`src/rtl/prach_ditfft3_ibf1.sv`:
```
// rtl/prach_ditfft3_ibf1.sv - inverse radix-3 stage-1 butterfly with triplet framing and fixed 3-cycle emission
module prach_ditfft3_ibf1 #(
  parameter int WIDTH = 18
) (
  input  logic                    clk,
  input  logic                    rst_n,
  input  logic signed [WIDTH-1:0] din_dr,
  input  logic signed [WIDTH-1:0] din_di,
  input  logic                    din_dv,
  input  logic                    sync_in,
  output logic signed [WIDTH-1:0] dout_dr,
  output logic signed [WIDTH-1:0] dout_di,
  output logic                    dout_dv,
  output logic                    sync_out,
  output logic                    err_resync
);

  // Emission phase: which hold register is currently on the output.
  typedef enum logic [1:0] {
    EM_IDLE = 2'd0,
    EM_X0   = 2'd1,
    EM_X1   = 2'd2,
    EM_X2   = 2'd3
  } emit_t;

  emit_t                   emit_state;
  emit_t                   emit_next;
  logic [1:0]              idx_cnt;
  logic [1:0]              cur_idx;
  logic                    take0;
  logic                    take1;
  logic                    take2;
  logic                    resync;

  logic signed [WIDTH-1:0] col0_r, col0_i;
  logic signed [WIDTH-1:0] col1_r, col1_i;
  logic signed [WIDTH-1:0] x1_r, x1_i;
  logic signed [WIDTH-1:0] x2_r, x2_i;
  logic signed [WIDTH-1:0] hold0_r, hold0_i;
  logic signed [WIDTH-1:0] hold1_r, hold1_i;
  logic signed [WIDTH-1:0] hold2_r, hold2_i;

  // Index of the sample being presented; sync_in with a valid sample forces index 0.
  always_comb begin
    cur_idx = sync_in ? 2'd0 : idx_cnt;
    take0   = din_dv && (cur_idx == 2'd0);
    take1   = din_dv && (cur_idx == 2'd1);
    take2   = din_dv && (cur_idx == 2'd2);
    resync  = din_dv && sync_in && (idx_cnt != 2'd0);
  end

  // Input index counter: advances on valid samples only, wraps after index 2.
  always_ff @(posedge clk or negedge rst_n) begin
    if (!rst_n) begin
      idx_cnt <= 2'd0;
    end else if (din_dv) begin
      idx_cnt <= take2 ? 2'd0 : cur_idx + 2'd1;
    end
  end

  // Resync pulse one cycle after a sync lands mid-triplet.
  always_ff @(posedge clk or negedge rst_n) begin
    if (!rst_n) begin
      err_resync <= 1'b0;
    end else begin
      err_resync <= resync;
    end
  end

  // Collect registers for indices 0 and 1; data path only, no reset.
  always_ff @(posedge clk) begin
    if (take0) begin
      col0_r <= din_dr;
      col0_i <= din_di;
    end
    if (take1) begin
      col1_r <= din_dr;
      col1_i <= din_di;
    end
  end

  // Butterfly inverse at WIDTH+1 bits, floor-halved back to WIDTH bits.
  always_comb begin
    x1_r = WIDTH'(($signed({col1_r[WIDTH-1], col1_r}) - $signed({din_dr[WIDTH-1], din_dr})) >>> 1);
    x2_r = WIDTH'(($signed({col1_r[WIDTH-1], col1_r}) + $signed({din_dr[WIDTH-1], din_dr})) >>> 1);
    x1_i = WIDTH'(($signed({col1_i[WIDTH-1], col1_i}) - $signed({din_di[WIDTH-1], din_di})) >>> 1);
    x2_i = WIDTH'(($signed({col1_i[WIDTH-1], col1_i}) + $signed({din_di[WIDTH-1], din_di})) >>> 1);
  end

  // Hold registers loaded when a triplet completes; decoupled from collection so resyncs cannot disturb emission.
  always_ff @(posedge clk) begin
    if (take2) begin
      hold0_r <= col0_r;
      hold0_i <= col0_i;
      hold1_r <= x1_r;
      hold1_i <= x1_i;
      hold2_r <= x2_r;
      hold2_i <= x2_i;
    end
  end

  // Emission state register.
  always_ff @(posedge clk or negedge rst_n) begin
    if (!rst_n) begin
      emit_state <= EM_IDLE;
    end else begin
      emit_state <= emit_next;
    end
  end

  // Walk x0 -> x1 -> x2; a completed triplet always restarts at x0 (cannot arrive before x2 is shown).
  always_comb begin
    emit_next = emit_state;
    case (emit_state)
      EM_IDLE: emit_next = EM_IDLE;
      EM_X0:   emit_next = EM_X1;
      EM_X1:   emit_next = EM_X2;
      EM_X2:   emit_next = EM_IDLE;
    endcase
    if (take2) begin
      emit_next = EM_X0;
    end
  end

  // Output mux; everything is zero when no sample is being emitted.
  always_comb begin
    dout_dr  = '0;
    dout_di  = '0;
    dout_dv  = 1'b0;
    sync_out = 1'b0;
    case (emit_state)
      EM_IDLE: begin
        dout_dv = 1'b0;
      end
      EM_X0: begin
        dout_dr  = hold0_r;
        dout_di  = hold0_i;
        dout_dv  = 1'b1;
        sync_out = 1'b1;
      end
      EM_X1: begin
        dout_dr = hold1_r;
        dout_di = hold1_i;
        dout_dv = 1'b1;
      end
      EM_X2: begin
        dout_dr = hold2_r;
        dout_di = hold2_i;
        dout_dv = 1'b1;
      end
    endcase
  end

endmodule

```
`config.mk`:
```
export PLATFORM = sky130hd
export DESIGN_NAME = prach_ditfft3_ibf1
export DESIGN_NICKNAME = d
export VERILOG_FILES = /design/src/rtl/prach_ditfft3_ibf1.sv
export SDC_FILE = /design/constraint.sdc
export NUM_CORES = 1
export LEC_CHECK = 0
export ABC_AREA = 1
export CORE_MARGIN = 2
export CORE_UTILIZATION = 45
export CTS_CLUSTER_SIZE = 25
export DETAILED_ROUTE_END_ITERATION = 12
export DONT_BUFFER_PORTS = 1
export PLACE_DENSITY_LB_ADDON = 0.1
export SYNTH_ARGS = -nofsm -noshare
export SYNTH_HDL_FRONTEND = slang
export SYNTH_SLANG_ARGS = --single-unit
export TNS_END_PERCENT = 50
```
`constraint.sdc`:
```
create_clock -name clk -period 8.6 [get_ports clk]
set_input_delay 0.43 -clock clk [delete_from_list [all_inputs] [get_ports clk]]
set_output_delay 0.43 -clock clk [all_outputs]
set_load 0.05 [all_outputs]
```
After elaboration in Yosys (flattened, before gate mapping)
Index checks and enable logic that the tools add are counted.
{"block": "classes", "addsub": 5, "eq_ne": 5, "mux": 8, "reduce_logical": 10}
{"cell": "$pmux W18 S3", "n": 2}
{"cell": "$add A18 B18 Y19", "n": 2}
{"cell": "$sub A18 B18 Y19", "n": 2}
{"cell": "$eq A2 B2 Y1 const B", "n": 3}
{"cell": "$mux W2", "n": 3}
{"cell": "$pmux W2 S3", "n": 1}
{"cell": "$logic_and A1 B1 Y1", "n": 5}
{"cell": "$eq A2 B1 Y1 const B", "n": 2}
{"cell": "$logic_not A2 Y1", "n": 2}
{"cell": "$reduce_or A3 Y1", "n": 1}
{"cell": "$add A2 B1 Y2 const B", "n": 1}
{"cell": "$pmux W1 S2", "n": 1}
{"cell": "$reduce_bool A2 Y1", "n": 1}
{"cell": "$reduce_or A2 Y1", "n": 1}
{"cell": "$mux W1", "n": 1}
{"block": "word_totals", "ff_bits": 185, "in_bits": 40, "wordCells": 41}

Logic depth before layout (Yosys ltp)
{"block": "depth", "ltp_word": 4, "depth_mapped": 14}

Worst setup path after synthesis
No wires, ideal clock.
{"block": "synth_path", "path_kind": "input-to-reg", "start": "input sync_in", "end": "register emit_state[0]", "t_arrival_ps": 5677, "slack_ps": 2829, "stages": 4, "path_cell_list": "nor2_1 > inv_1 > nor2_1 > or2_2"}
{"block": "synth_via", "elab_chain_len": 4}
{"item": "from (decl)", "line_no": "10", "text": "input logic sync_in,"}
{"item": "$mux W2", "line_no": "45", "text": "cur_idx = sync_in ? 2'd0 : idx_cnt;"}
{"item": "$eq A2 B2 Y1", "line_no": "48", "text": "take2 = din_dv && (cur_idx == 2'd2);"}
{"item": "$logic_and A1 B1 Y1", "line_no": "48"}
{"item": "named net take2", "line_no": "32", "text": "logic take2;"}
{"item": "$mux W2", "line_no": "120", "text": "if (take2) begin"}
{"item": "named net emit_next[0]", "line_no": "27", "text": "emit_t emit_next;"}
{"item": "to (signal assigned)", "line_no": "107", "text": "emit_state <= emit_next;"}
{"item": "to (decl)", "line_no": "26", "text": "emit_t emit_state;"}
The timed path passes the listed nets, and every way through them passes these cells.
A chain may end at the register's enable or synchronous reset.

Worst setup path after layout
{"block": "layout_path", "start": "register emit_state[0]", "end": "output dout_dr[16]"}
{"block": "layout_via", "elab_chain_len": 2, "elab_cells_between_ends": 4, "cone_classes": "eq/ne: 3; mux: 1"}
{"item": "$eq A2 B2 Y1 or $eq A2 B1 Y1 (tied branches)", "line_no": "131", "text": "case (emit_state)"}
{"item": "$pmux W18 S3 (*)", "line_no": "131"}
{"item": "to (decl)", "line_no": "11", "text": "output logic signed [WIDTH-1:0] dout_dr,"}
Every way passes the cells marked *; elsewhere a longest branch is shown, timed or not.

==> impl_metrics.tcl <==
set metrics [dict create \
    cts_resized 0 \
    synthTopCellsByArea "edfxtp_1 (49%), nand2_1 (15%), ha_1 (8.4%)" \
    wl_per_cell_um 16.2 \
    clock_latency_ns 0.44 \
    dr.pass1.iters 5 \
    coreArea_mm2 0.0242 \
    clk_pin_slew_ns 0.08 \
    syn_inst 1270 \
    cts.path.max_buffers 2 \
    ir_drop_v 0.000183 \
    fin_cells 1598 \
    ant_nets 0 \
    cp.arrival_ns 2.68 \
    avgSynthCellArea_um2 8.67 \
    portBuffers 0 \
    holdWs_ns 0.0790 \
    synth_edf_count 180 \
    maxCapViolCount 0 \
    fmax_ghz 0.322 \
    grt_max_degree 78 \
    rows 57 \
    overflow 0 \
    place_inst 1565 \
    crit_path_end_kind "output pin" \
    crit_fanout 23 \
    cts_tree "built" \
    synth_cell_types 35 \
    synth.most_common_cell "nand2_1" \
    first_global_vias 7546 \
    final-hold-violation-count 0 \
    crit_type "reg2out" \
    synth_top_area_cell "edfxtp_1" \
    finalWorstPathRequiredPeriod_ns 3.11 \
    drtIter0Drc 582 \
    dieArea_mm2 0.0257 \
    wl_um 25900 \
    worstSetupStartpointType "flip-flop" \
    synth_commonest_cells "nand2_1 (440), edfxtp_1 (180), inv_1 (174), nor2_1 (101), nand3_1 (91)" \
    die_w_um 160 \
    drv_slew 0 \
    ctsHtreeMaxLevel 4 \
    status "completed" \
    maxSlewHeadroom 0.329 \
    root_buffer "clkbuf_16" \
    place_area_mm2 0.0113 \
    setup-tns-final_ns 0 \
    grt_pass1_wl_um 41300 \
    ys_ff_latch 185 \
    leakage_nw 5.52 \
    fin_skew_ns 0.0119 \
    stdcell_area_mm2 0.0118 \
    cts.sinks 185 \
    gp_congestion 0.904 \
    detailed_place_hpwl_um 19100 \
    cpPeakStageDelay_ns 0.63 \
    hp-class "in2reg" \
    die_h_um 160 \
    path_cells "inv_1 > ha_1 > buf_4 > nand2_1 > nand3_1 > nand2_1 > inv_1" \
    start_util 0.455 \
    vias_per_cell 4.97 \
    critical_path_required_ns 8.17 \
    critPathBufInv 3 \
    setup_viol 0 \
    ys_warn_count 0 \
    rsz0062_at_grt "false" \
    worst_slew_pin_slew_ns 1.01 \
    synthFlopType "edfxtp_1" \
    syn_nets 1388 \
    post-route-drc-count 0 \
    critPathSlowestCell "ha_1" \
    finalNetCount 1379 \
    synth_top_area_frac 0.491 \
    io_pins 79 \
    powerDensity_mw_per_mm2 239 \
    seq_area_frac_synth 0.503 \
    cp_top_family "buffers and inverters" \
    numCtsBuffers 17 \
    fin_crit_sh 0.361 \
    syn_area_mm2 0.0110 \
    vias 7941 \
    antenna_found_initial 0 \
    grt_usage 0.207 \
    area_growth_pct 7.58 \
    async_flop_share 0.0270 \
    final_layout_size_suffix_gt1_frac 0.0581 \
    n_antenna_cell 0 \
]
## registers in the layout (all words and copies together), names as in the netlist
register	flops
emit_state	2
hold1_i	18
hold0_i	18
hold1_r	18
col0_i	18
col0_r	18
err_resync	1
col1_r	18
hold0_r	18
col1_i	18
idx_cnt	2
hold2_r	18
hold2_i	18
## layout make-up
cell class	instances	area, µm²
Clock inverter	14	140
Sequential cell	185	5530
Inverter	186	698
Timing Repair Buffer	8	62.6
Clock buffer	18	429
Multi-Input combinational cell	863	4570
Tap cell	324	405
Fill cell	2307	12300
## what timing repair did
action,CTS,global route
setup buffers,0,0
hold endpoints to repair,5,0
hold buffers,1,0
## worst paths after layout
| kind | slack (ns) | depth (start not counted) | endpoint | from |
|---|---|---|---|---|
| hold reg to reg | 0.42 | 0 | hold0_i[7]$_DFFE_PP_ | col0_i[7]$_DFFE_PP_ |
| hold / removal | 0.08 | 0 | col0_i[6]$_DFFE_PP_ | din_di[6] |
| min in group asynchronous | 0.29 | 1 | emit_state[0]$_DFF_PN0_ | rst_n |
| max in group asynchronous | 8.11 | 1 | idx_cnt[1]$_DFFE_PN0P_ | rst_n |
| setup reg to reg | 5.96 | 4 | hold2_r[8]$_DFFE_PP_ | idx_cnt[0]$_DFFE_PN0P_ |
| setup / recovery | 5.49 | 7 | dout_dr[16] | emit_state[0]$_DFF_PN0_ |
## metrics by stage
step	power, mW	setup slack (ns)	util
floorplan	1.90	2.83	-
global placement	2.08	5.89	0.466
detailed placement	2.08	5.88	0.466
CTS	2.86	5.46	0.490
global route	2.98	5.33	0.490
finish	2.83	5.49	0.490
## logic make-up after synthesis
kind of cell / synth area share
simple gates: 0.248
buf+inv: 0.0841
flops: 0.503
compound gates: 0.0449
fa+ha+maj: 0.0914
xor+xnor: 0.0286
## power breakdown
part	internal [mW]	total, mW	leakage, nW	switching, mW
Clock	0.407	0.776	0.280	0.368
Combinational	0.194	0.995	3.53	0.801
Sequential	1.05	1.06	1.71	0.0152
## layout by cell type, fill, tap and decap left out, types with 5 or more instances in the layout
cell type  count
nor2_1        98
edfxtp_1     180
inv_1        174
o21bai_1      13
nand2_1      440
a21oi_2        5
o21ai_0        9
nor2_2         5
nand3_1       91
a21oi_1       45
buf_4          7
clkbuf_16     17
inv_6          5
nand3_2        8
inv_2         11
dfrtp_1        5
nor4_1         5
xor2_1        32
nor3_1         5
ha_1          73
## metal layers
layer  up-vias  part of all wire  global-route usage
met2       175              0.41               0.298
met3        21             0.049              0.0390
met1      3705              0.53               0.325
met4         0            0.0086              0.0442
li1       4040                 -                   -
met5         -                 0                   0
No activity file was read; power rests on OpenSTA's default activity.
